**config.mk**
```make
export PLATFORM = sky130hd
export DESIGN_NAME = vga_draw_arbiter
export DESIGN_NICKNAME = d
export VERILOG_FILES = /design/src/rtl/vga_draw_arbiter.sv
export SDC_FILE = /design/constraint.sdc
export NUM_CORES = 1
export LEC_CHECK = 0
export BUFFER_PORTS_ARGS = -buffer_cell sky130_fd_sc_hd__buf_2
export CORE_UTILIZATION = 48
export CTS_CLUSTER_SIZE = 25
export DETAILED_ROUTE_END_ITERATION = 10
export PLACE_DENSITY = 0.92
export SYNTH_ARGS = -nofsm -noshare
export SYNTH_HDL_FRONTEND = slang
export SYNTH_SLANG_ARGS = --single-unit
export TNS_END_PERCENT = 1
```
**constraint.sdc**
```tcl
create_clock -name clk -period 1.8 [get_ports clk]
set_clock_uncertainty 0.1 [all_clocks]
set_input_delay 0.09 -clock clk [delete_from_list [all_inputs] [get_ports clk]]
set_output_delay 0.09 -clock clk [all_outputs]
set_load 0.01 [all_outputs]
```
**src/rtl/vga_draw_arbiter.sv**
```systemverilog
// Arbitrates TILE x TILE square draws from NREQ requesters onto one VGA plot path.
// Define VGA_DRAW_ARBITER_ROUND_ROBIN_EN for round-robin arbitration (default: fixed priority, index 0 first).
// state  | meaning
// IDLE   | waiting for any req; arbitrate and latch winner
// DRAW   | plotting one pixel per cycle, row-major
// FINISH | one-cycle done pulse to the owner
module vga_draw_arbiter #(
    parameter int NREQ = 3,
    parameter int TILE = 4,
    parameter int XW   = 8,
    parameter int YW   = 7,
    parameter int CW   = 3
) (
    input  logic               clk,
    input  logic               resetn,
    input  logic [NREQ-1:0]    req,
    input  logic [NREQ*XW-1:0] req_x,
    input  logic [NREQ*YW-1:0] req_y,
    input  logic [NREQ*CW-1:0] req_colour,
    output logic [NREQ-1:0]    grant,
    output logic [NREQ-1:0]    done,
    output logic [XW-1:0]      x_out,
    output logic [YW-1:0]      y_out,
    output logic [CW-1:0]      colour_out,
    output logic               plot,
    output logic               busy
);
    localparam int LT   = $clog2(TILE);
    localparam int CNTW = 2 * LT;
    localparam int OW   = (NREQ > 1) ? $clog2(NREQ) : 1;
    localparam logic [CNTW-1:0] LAST = CNTW'(TILE * TILE - 1);

    typedef enum logic [1:0] {
        S_IDLE,
        S_DRAW,
        S_FINISH
    } state_t;

    state_t          r_state;
    state_t          w_next;
    logic [CNTW-1:0] r_cnt;
    logic [XW-1:0]   r_base_x;
    logic [YW-1:0]   r_base_y;
    logic [CW-1:0]   r_colour;
    logic [OW-1:0]   r_owner;
    logic [OW-1:0]   w_win;
    logic            w_any;
    logic            w_draw;
    logic [LT-1:0]   w_col;
    logic [LT-1:0]   w_row;
    logic [NREQ-1:0] w_onehot;

    assign w_any = |req;

`ifdef VGA_DRAW_ARBITER_ROUND_ROBIN_EN
    logic [OW-1:0] r_ptr;
    logic [OW-1:0] w_idx;

    // Descending scan so the candidate closest after the pointer is assigned last and wins.
    always_comb begin
        w_win = '0;
        w_idx = '0;
        for (int k = NREQ - 1; k >= 0; k--) begin
            w_idx = OW'((int'(r_ptr) + 1 + k) % NREQ);
            if (req[w_idx]) begin
                w_win = w_idx;
            end
        end
    end

    always_ff @(posedge clk) begin
        if (resetn) begin
            r_ptr <= OW'(NREQ - 1);
        end else if (r_state == S_IDLE && w_any) begin
            r_ptr <= w_win;
        end
    end
`else
    always_comb begin
        w_win = '0;
        for (int k = NREQ - 1; k >= 0; k--) begin
            if (req[k]) begin
                w_win = OW'(k);
            end
        end
    end
`endif

    always_ff @(posedge clk) begin
        if (resetn) begin
            r_state <= S_IDLE;
        end else begin
            r_state <= w_next;
        end
    end

    always_comb begin
        w_next = r_state;
        case (r_state)
            S_IDLE:   if (w_any) w_next = S_DRAW;
            S_DRAW:   if (r_cnt == LAST) w_next = S_FINISH;
            S_FINISH: w_next = S_IDLE;
            default:  w_next = S_IDLE;
        endcase
    end

    always_ff @(posedge clk) begin
        if (resetn) begin
            r_cnt    <= '0;
            r_base_x <= '0;
            r_base_y <= '0;
            r_colour <= '0;
            r_owner  <= '0;
        end else begin
            case (r_state)
                S_IDLE: begin
                    if (w_any) begin
                        r_base_x <= req_x[w_win*XW +: XW];
                        r_base_y <= req_y[w_win*YW +: YW];
                        r_colour <= req_colour[w_win*CW +: CW];
                        r_owner  <= w_win;
                        r_cnt    <= '0;
                    end
                end
                S_DRAW:  r_cnt <= r_cnt + CNTW'(1);
                default: ;
            endcase
        end
    end

    // Outputs decode only registered state, so req never reaches them combinationally.
    assign w_draw     = (r_state == S_DRAW);
    assign w_col      = r_cnt[LT-1:0];
    assign w_row      = r_cnt[CNTW-1:LT];
    assign w_onehot   = NREQ'(1) << r_owner;
    assign grant      = w_draw ? w_onehot : '0;
    assign done       = (r_state == S_FINISH) ? w_onehot : '0;
    assign plot       = w_draw;
    assign busy       = (r_state != S_IDLE);
    assign x_out      = w_draw ? r_base_x + XW'(w_col) : '0;
    assign y_out      = w_draw ? r_base_y + YW'(w_row) : '0;
    assign colour_out = w_draw ? r_colour : '0;

endmodule

```
==> results of run 1 <==
[metal layers]
layer	global-route usage [%]	vias to the layer above	share of wire, %	wire [um]
met2	41.4	95	48	2640
met3	2.57	13	6.0	327
li1	-	1081	-	-
met5	0	-	0	0
met4	9.57	0	2.2	120
met1	34.0	977	43	2360
[through the flow]
| stage | TNS [ns] | util, % | cells | total power [uW] |
|---|---|---|---|---|
| after floorplan | 0 | - | 250 | 987 |
| after global placement | 0 | 61.5 | 374 | 1130 |
| after detailed placement | 0 | 61.5 | 374 | 1150 |
| after CTS | -0.359 | 66.0 | 385 | 1480 |
| after global routing | -1.12 | 66.7 | 386 | 1570 |
| final | -0.410 | 66.7 | 386 | 1490 |
[cells in the final DEF, fill, tap and decap left out, drive strengths merged, types with 2 or more instances in the layout]
| cell type | netlist | routed |
|---|---|---|
| clkbuf | 6 | 3 |
| xor2 | 2 | 2 |
| fa | 2 | 2 |
| a221oi | 3 | 3 |
| a211oi | 4 | 4 |
| or3 | 7 | 7 |
| xnor2 | 2 | 2 |
| nand2b | 6 | 6 |
| buf | 13 | 100 |
| nor2 | 13 | 13 |
| dlygate4sd3 | 0 | 2 |
| ha | 5 | 5 |
| nor3 | 5 | 5 |
| or4 | 2 | 2 |
| o21ai | 8 | 8 |
| a311oi | 16 | 16 |
| a21oi | 29 | 29 |
| nand3b | 18 | 18 |
| and2 | 7 | 7 |
| inv | 6 | 6 |
| a21o | 18 | 18 |
| o31ai | 2 | 2 |
| nand2 | 38 | 38 |
| nand3 | 5 | 5 |
| dfxtp | 26 | 26 |
[repair_timing]
action	CTS	global route
setup buffers	6	1
hold endpoints to repair	2	0
hold buffers	2	0
gates resized for setup	21	5
endpoints found under the setup margin	9	13
pin swaps	8	3
[critical path, cell delays in order, from the launching register on]
cell and delay [ns]:
dfxtp_4 0.36, ha_4 0.16, fa_2 0.40, buf_4 0.15, xnor2_1 0.16, nor2_1 0.06, buf_2 0.14
[cell families (layout without fill, tap and decap cells)]
family | count (synthesis) | count (layout) | share of synthesized area [%]
AO/OA/AOI/OAI | 85 | 85 | 34.0
XOR/XNOR | 4 | 4 | 1.74
adder cells (fa/ha/maj) | 7 | 7 | 5.10
buffers and inverters | 25 | 111 | 6.28
flip-flops | 26 | 26 | 25.9
AND/OR/NAND/NOR | 103 | 103 | 27.0
[final timing paths]
kind	from	to	slack [ns]	cells past startpoint
worst max-delay path	r_base_y[0]	y_out[2]	-0.08	6
worst min register to register	r_colour[2]	r_colour[2]	0.42	2
worst min-delay path	req_x[7]	r_base_x[7]	0.000003	3
worst max register to register	r_state[0]	r_base_x[2]	0.32	4
[registers in the layout, indices dropped and copies added (netlist names)]
signal / cells
r_base_x: 8
r_base_y: 7
r_cnt: 4
r_colour: 3
r_owner: 2
r_state: 2
[power by group through the flow]
stage | combinational (uW) | sequential (uW) | clock [uW]
after floorplan | 309 | 678 | 0
after global placement | 445 | 687 | 0
after detailed placement | 460 | 692 | 0
after global routing | 538 | 690 | 338
final | 483 | 684 | 321
after CTS | 479 | 682 | 320
[layout make-up]
cell class	count	area [um^2]	share of cell area, %
clock buffer	3	41.3	1.55
inverter	6	22.5	0.845
multi-input combinational	199	1440	54.0
sequential	26	541	20.3
tap	50	62.6	2.35
timing repair buffer	102	561	21.0
==> run_results.csv, run 1 <==
group,metric,value,unit
synth,syn_area,0.00201,mm^2
synth,netlist_instances,250,
cells_and_area,drive_above_1_share,44.0,%
run,maxCapViolCount,0,
power_and_ir_drop,p_clk_share,21.6,%
detailed_routing,viasPerCell,5.61,
detailed_routing,drt-total-wl,5450,um
sta,period_needed,1.88,ns
sta,layout_setup_ws,-0.0847,ns
placed_design,post-place-ws,0.0730,ns
power_and_ir_drop,power.density,558,mW/mm^2
clocking,htreeDepth,1,
sta,hold_violations,0,
detailed_routing,postRouteAntennaNets,0,
global_routing,grt_max_degree,38,
power_and_ir_drop,switching_power,490,uW
sta,setup_viol,7,
status,outcome,"finished, violations left",
global_routing,grt_pass1_wl,8630,um
synth,yosysTopAreaCell,"dfxtp_1",
clocking,cts_tree,"built",
sta,tightest_slew,0.582,ns
detailed_routing,first_pass_iters,5,
floorplan,die-height,66.8,um
clocking,cts.path.max_buffers,2,
sta,rsz0062_at_grt,"true",
clocking,clk_latency,0.27,ns
setup_path,end_kind,"output pin",
detailed_routing,route.vias.total,2166,
power_and_ir_drop,p_leak,0.00114,uW
setup_path,crit_arrival,1.69,ns
cells_and_area,diodes,0,
floorplan,ios,85,
synth,synth_edf_count,0,
power_and_ir_drop,internal_power,999,uW
placed_design,placedInstanceArea,0.00246,mm^2
cells_and_area,nNetsFinal,404,
synth,ys_seq_elements,26,
floorplan,rows,23,
placed_design,hpwl,4170,um
placed_design,place_congestion,0.823,
synth,syn_area_per_cell,8.05,um^2
clocking,root_buffer,"clkbuf_8",
sta,max-slew-margin-rel,61.2,%
power_and_ir_drop,p_seq_share,46.0,%
synth,synth_ff_type,"dfxtp_1",
synth,synth_most_common_cell,"nand2_1",
setup_path,path_max_fanout,2,
sta,clock.fmax,531,MHz
power_and_ir_drop,power_frac_comb,32.5,%
detailed_routing,wire_per_inst,14.1,um
clocking,clkTransAtPathRegs,0.09,ns
global_routing,grt_pass1_vias,1925,
cells_and_area,fillerInstances,342,
global_routing,overflow,0,
synth,yosysWarnings,0,
floorplan,core_area,0.00400,mm^2
clocking,cts.sinks,26,
sta,fin_crit_sh,105,%
synth,synthTopCellsByArea,"dfxtp_1 26%, a311oi_2 7.5%, nand2_1 7.1%",
status,violations,"negative setup slack",
cells_and_area,post-route-cell-area,0.00267,mm^2
power_and_ir_drop,switching_share,32.9,%
floorplan,die_x,66.8,um
sta,holdWs,0.00000275,ns
setup_path,critPathRequiredTime,1.61,ns
placed_design,io_buffers,84,
setup_path,cp-start-kind,"flip-flop",
synth,syn_nets,316,
clocking,numCtsBuffers,3,
global_routing,antenna_found_initial,0,
floorplan,die_area,0.00446,mm^2
cells_and_area,syn2layout_area_growth,32.4,%
synth,yosysUniqueCellTypes,42,
synth,seq_area_frac_synth,25.9,%
synth,synth_common_cells,"38 x nand2_1, 26 x dfxtp_1, 20 x a21oi_1",
floorplan,start_util,50.3,%
detailed_routing,drt_iter0_markers,140,
synth,synthArstFlopShare,0,%
global_routing,track_usage,25.3,%
setup_path,worstSetupPathType,"reg2out",
synth,yosysTopAreaCellShare,25.9,%
power_and_ir_drop,ir_worst_vdd,0.236,mV
worst_hold_path,hold_class,"in2reg",
sta,maxSlewViolCount,0,
detailed_routing,route.detailed.drc,0,
No activity file was read; power rests on OpenSTA's default activity.
==> run 2, diff against run 1 <==
- CORE_UTILIZATION: 48 -> 50
- PLACE_DENSITY: 0.92 -> 0.95
- clock period: 1.8 -> 2.4 ns (I/O delays scaled with it)
==> run_results.csv, run 2 (synthesis gave the netlist of run 1 again) <==
group,metric,value,unit
detailed_routing,postRouteAntennaNets,0,
clocking,cts.path.max_buffers,2,
detailed_routing,first_pass_iters,4,
placed_design,place_congestion,0.847,
status,outcome,"complete, no violations",
worst_hold_path,worstHoldStart,"req_colour[0]",
worst_hold_path,hold_depth,3,
cells_and_area,syn2layout_area_growth,22.2,%
clocking,clkTransAtPathRegs,0.08,ns
clocking,clk_latency,0.26,ns
worst_hold_path,hold_class,"in2reg",
floorplan,core_area,0.00377,mm^2
sta,setup_viol,0,
global_routing,grtUsageMet2,36.1,%
sta,setup_tns,0,ns
sta,hold_violations,0,
power_and_ir_drop,power.density,439,mW/mm^2
power_and_ir_drop,ir_worst_vdd,0.240,mV
global_routing,grt_pass1_vias,1733,
clocking,cts.sinks,26,
global_routing,global_route.peak_usage_layer,"met2",
clocking,cts_setup_buffers,0,
clocking,ctsResizeCount,0,
clocking,numCtsBuffers,3,
setup_path,critPathRequiredTime,2.18,ns
setup_path,r2r_end,"r_base_y[6]",
sta,fin_crit_sh,87.2,%
setup_path,startpoint,"r_cnt[2]",
power_and_ir_drop,p_seq_share,47.2,%
global_routing,track_usage,22.4,%
placed_design,io_buffers,84,
run,maxCapViolCount,0,
clocking,cts_tree,"built",
setup_path,cp-start-kind,"flip-flop",
detailed_routing,drt_iter0_markers,87,
floorplan,die_area,0.00428,mm^2
power_and_ir_drop,switching_share,32.2,%
power_and_ir_drop,finalPower,1080,uW
detailed_routing,viasPerCell,5.66,
power_and_ir_drop,p_clk_share,22.0,%
floorplan,ios,85,
setup_path,end_kind,"output pin",
detailed_routing,wire_per_inst,12.9,um
cells_and_area,regMostFlops,"r_base_x",
cells_and_area,drive_above_1_share,36.3,%
floorplan,die-height,65.5,um
global_routing,grt_max_degree,39,
cells_and_area,largest_reg_flops,8,
detailed_routing,drt-total-wl,4770,um
cells_and_area,nNetsFinal,390,
global_routing,overflow,0,
floorplan,start_util,53.4,%
power_and_ir_drop,switching_power,348,uW
setup_path,crit_arrival,1.87,ns
sta,tightest_slew,0.761,ns
clocking,root_buffer,"clkbuf_8",
cells_and_area,fin_util,65.3,%
detailed_routing,route.vias.total,2093,
cells_and_area,diodes,0,
sta,clock.fmax,478,MHz
global_routing,grt_util_met3,1.22,%
detailed_routing,route.detailed.drc,0,
cells_and_area,layout_commonest_cell,"buf_2",
clocking,hold_buffers,0,
global_routing,antenna_found_initial,0,
floorplan,rows,22,
cells_and_area,top_regs,"r_base_x: 8 flops, r_base_y: 7 flops, r_cnt: 4 flops",
setup_path,r2r.worst_path.cells,4,
setup_path,worstSetupPathType,"reg2out",
sta,holdWs,0.0304,ns
sta,rsz0062_at_grt,"false",
sta,max-slew-margin-rel,49.2,%
floorplan,die_x,65.5,um
sta,maxSlewViolCount,0,
cells_and_area,layout_common_cells,"84 x buf_2, 38 x nand2_1, 26 x dfxtp_1",
power_and_ir_drop,power_frac_comb,30.8,%
power_and_ir_drop,internal_power,733,uW
setup_path,r2r_slack,0.72,ns
sta,period_needed,2.09,ns
power_and_ir_drop,p_leak,0.00107,uW
global_routing,grt_use_met1,32.6,%
global_routing,grt_pass1_wl,7530,um
setup_path,r2r_start,"r_state[0]",
clocking,htreeDepth,1,
setup_path,path_max_fanout,6,
worst_hold_path,holdPathEnd,"r_colour[0]",
placed_design,hpwl,3740,um
-- run 2: worst max-delay path by stage --
stage,slack [ns],end
global placement,0.64,y_out[6]
global route,0.16,y_out[6]
CTS,0.30,y_out[6]
floorplan,0.71,y_out[6]
finish,0.31,y_out[6]
detailed placement,0.59,y_out[6]
-- run 2: layer usage --
layer / vias up / share of wire [%]
met4: 0 / 0.71
met5: - / 0
li1: 1054 / -
met1: 949 / 46
met2: 86 / 47
met3: 4 / 6.7
-- run 2: power by group through the flow --
stage	sequential (uW)	combinational, uW	clock [uW]
final	510	333	238
after global routing	514	370	258
after CTS	509	334	234
after detailed placement	519	333	0
after global placement	516	325	0
after floorplan	508	232	0
-- run 2: layout make-up --
| type | instances | area (um^2) |
|---|---|---|
| clock buffers | 3 | 41.3 |
| fillers | 311 | 1310 |
| inverters | 6 | 22.5 |
| multi-input cells | 199 | 1370 |
| flip-flops and latches | 26 | 520 |
| well taps | 48 | 60.1 |
| repair buffers | 88 | 450 |
-- run 2: stage by stage --
step	cells	setup WS (ns)	instance area [um^2]
after global placement	367	0.637	2420
after global routing	370	0.165	2460
after detailed placement	367	0.592	2420
final	370	0.307	2460
after CTS	370	0.303	2460
after floorplan	250	0.713	2010
-- run 2: critical path, cell delays in order (launching register included) --
cell and delay (ns):
dfxtp_1 0.42, ha_1 0.21, fa_1 0.22, nand3_1 0.13, or3_1 0.36, a21oi_1 0.13, buf_2 0.14
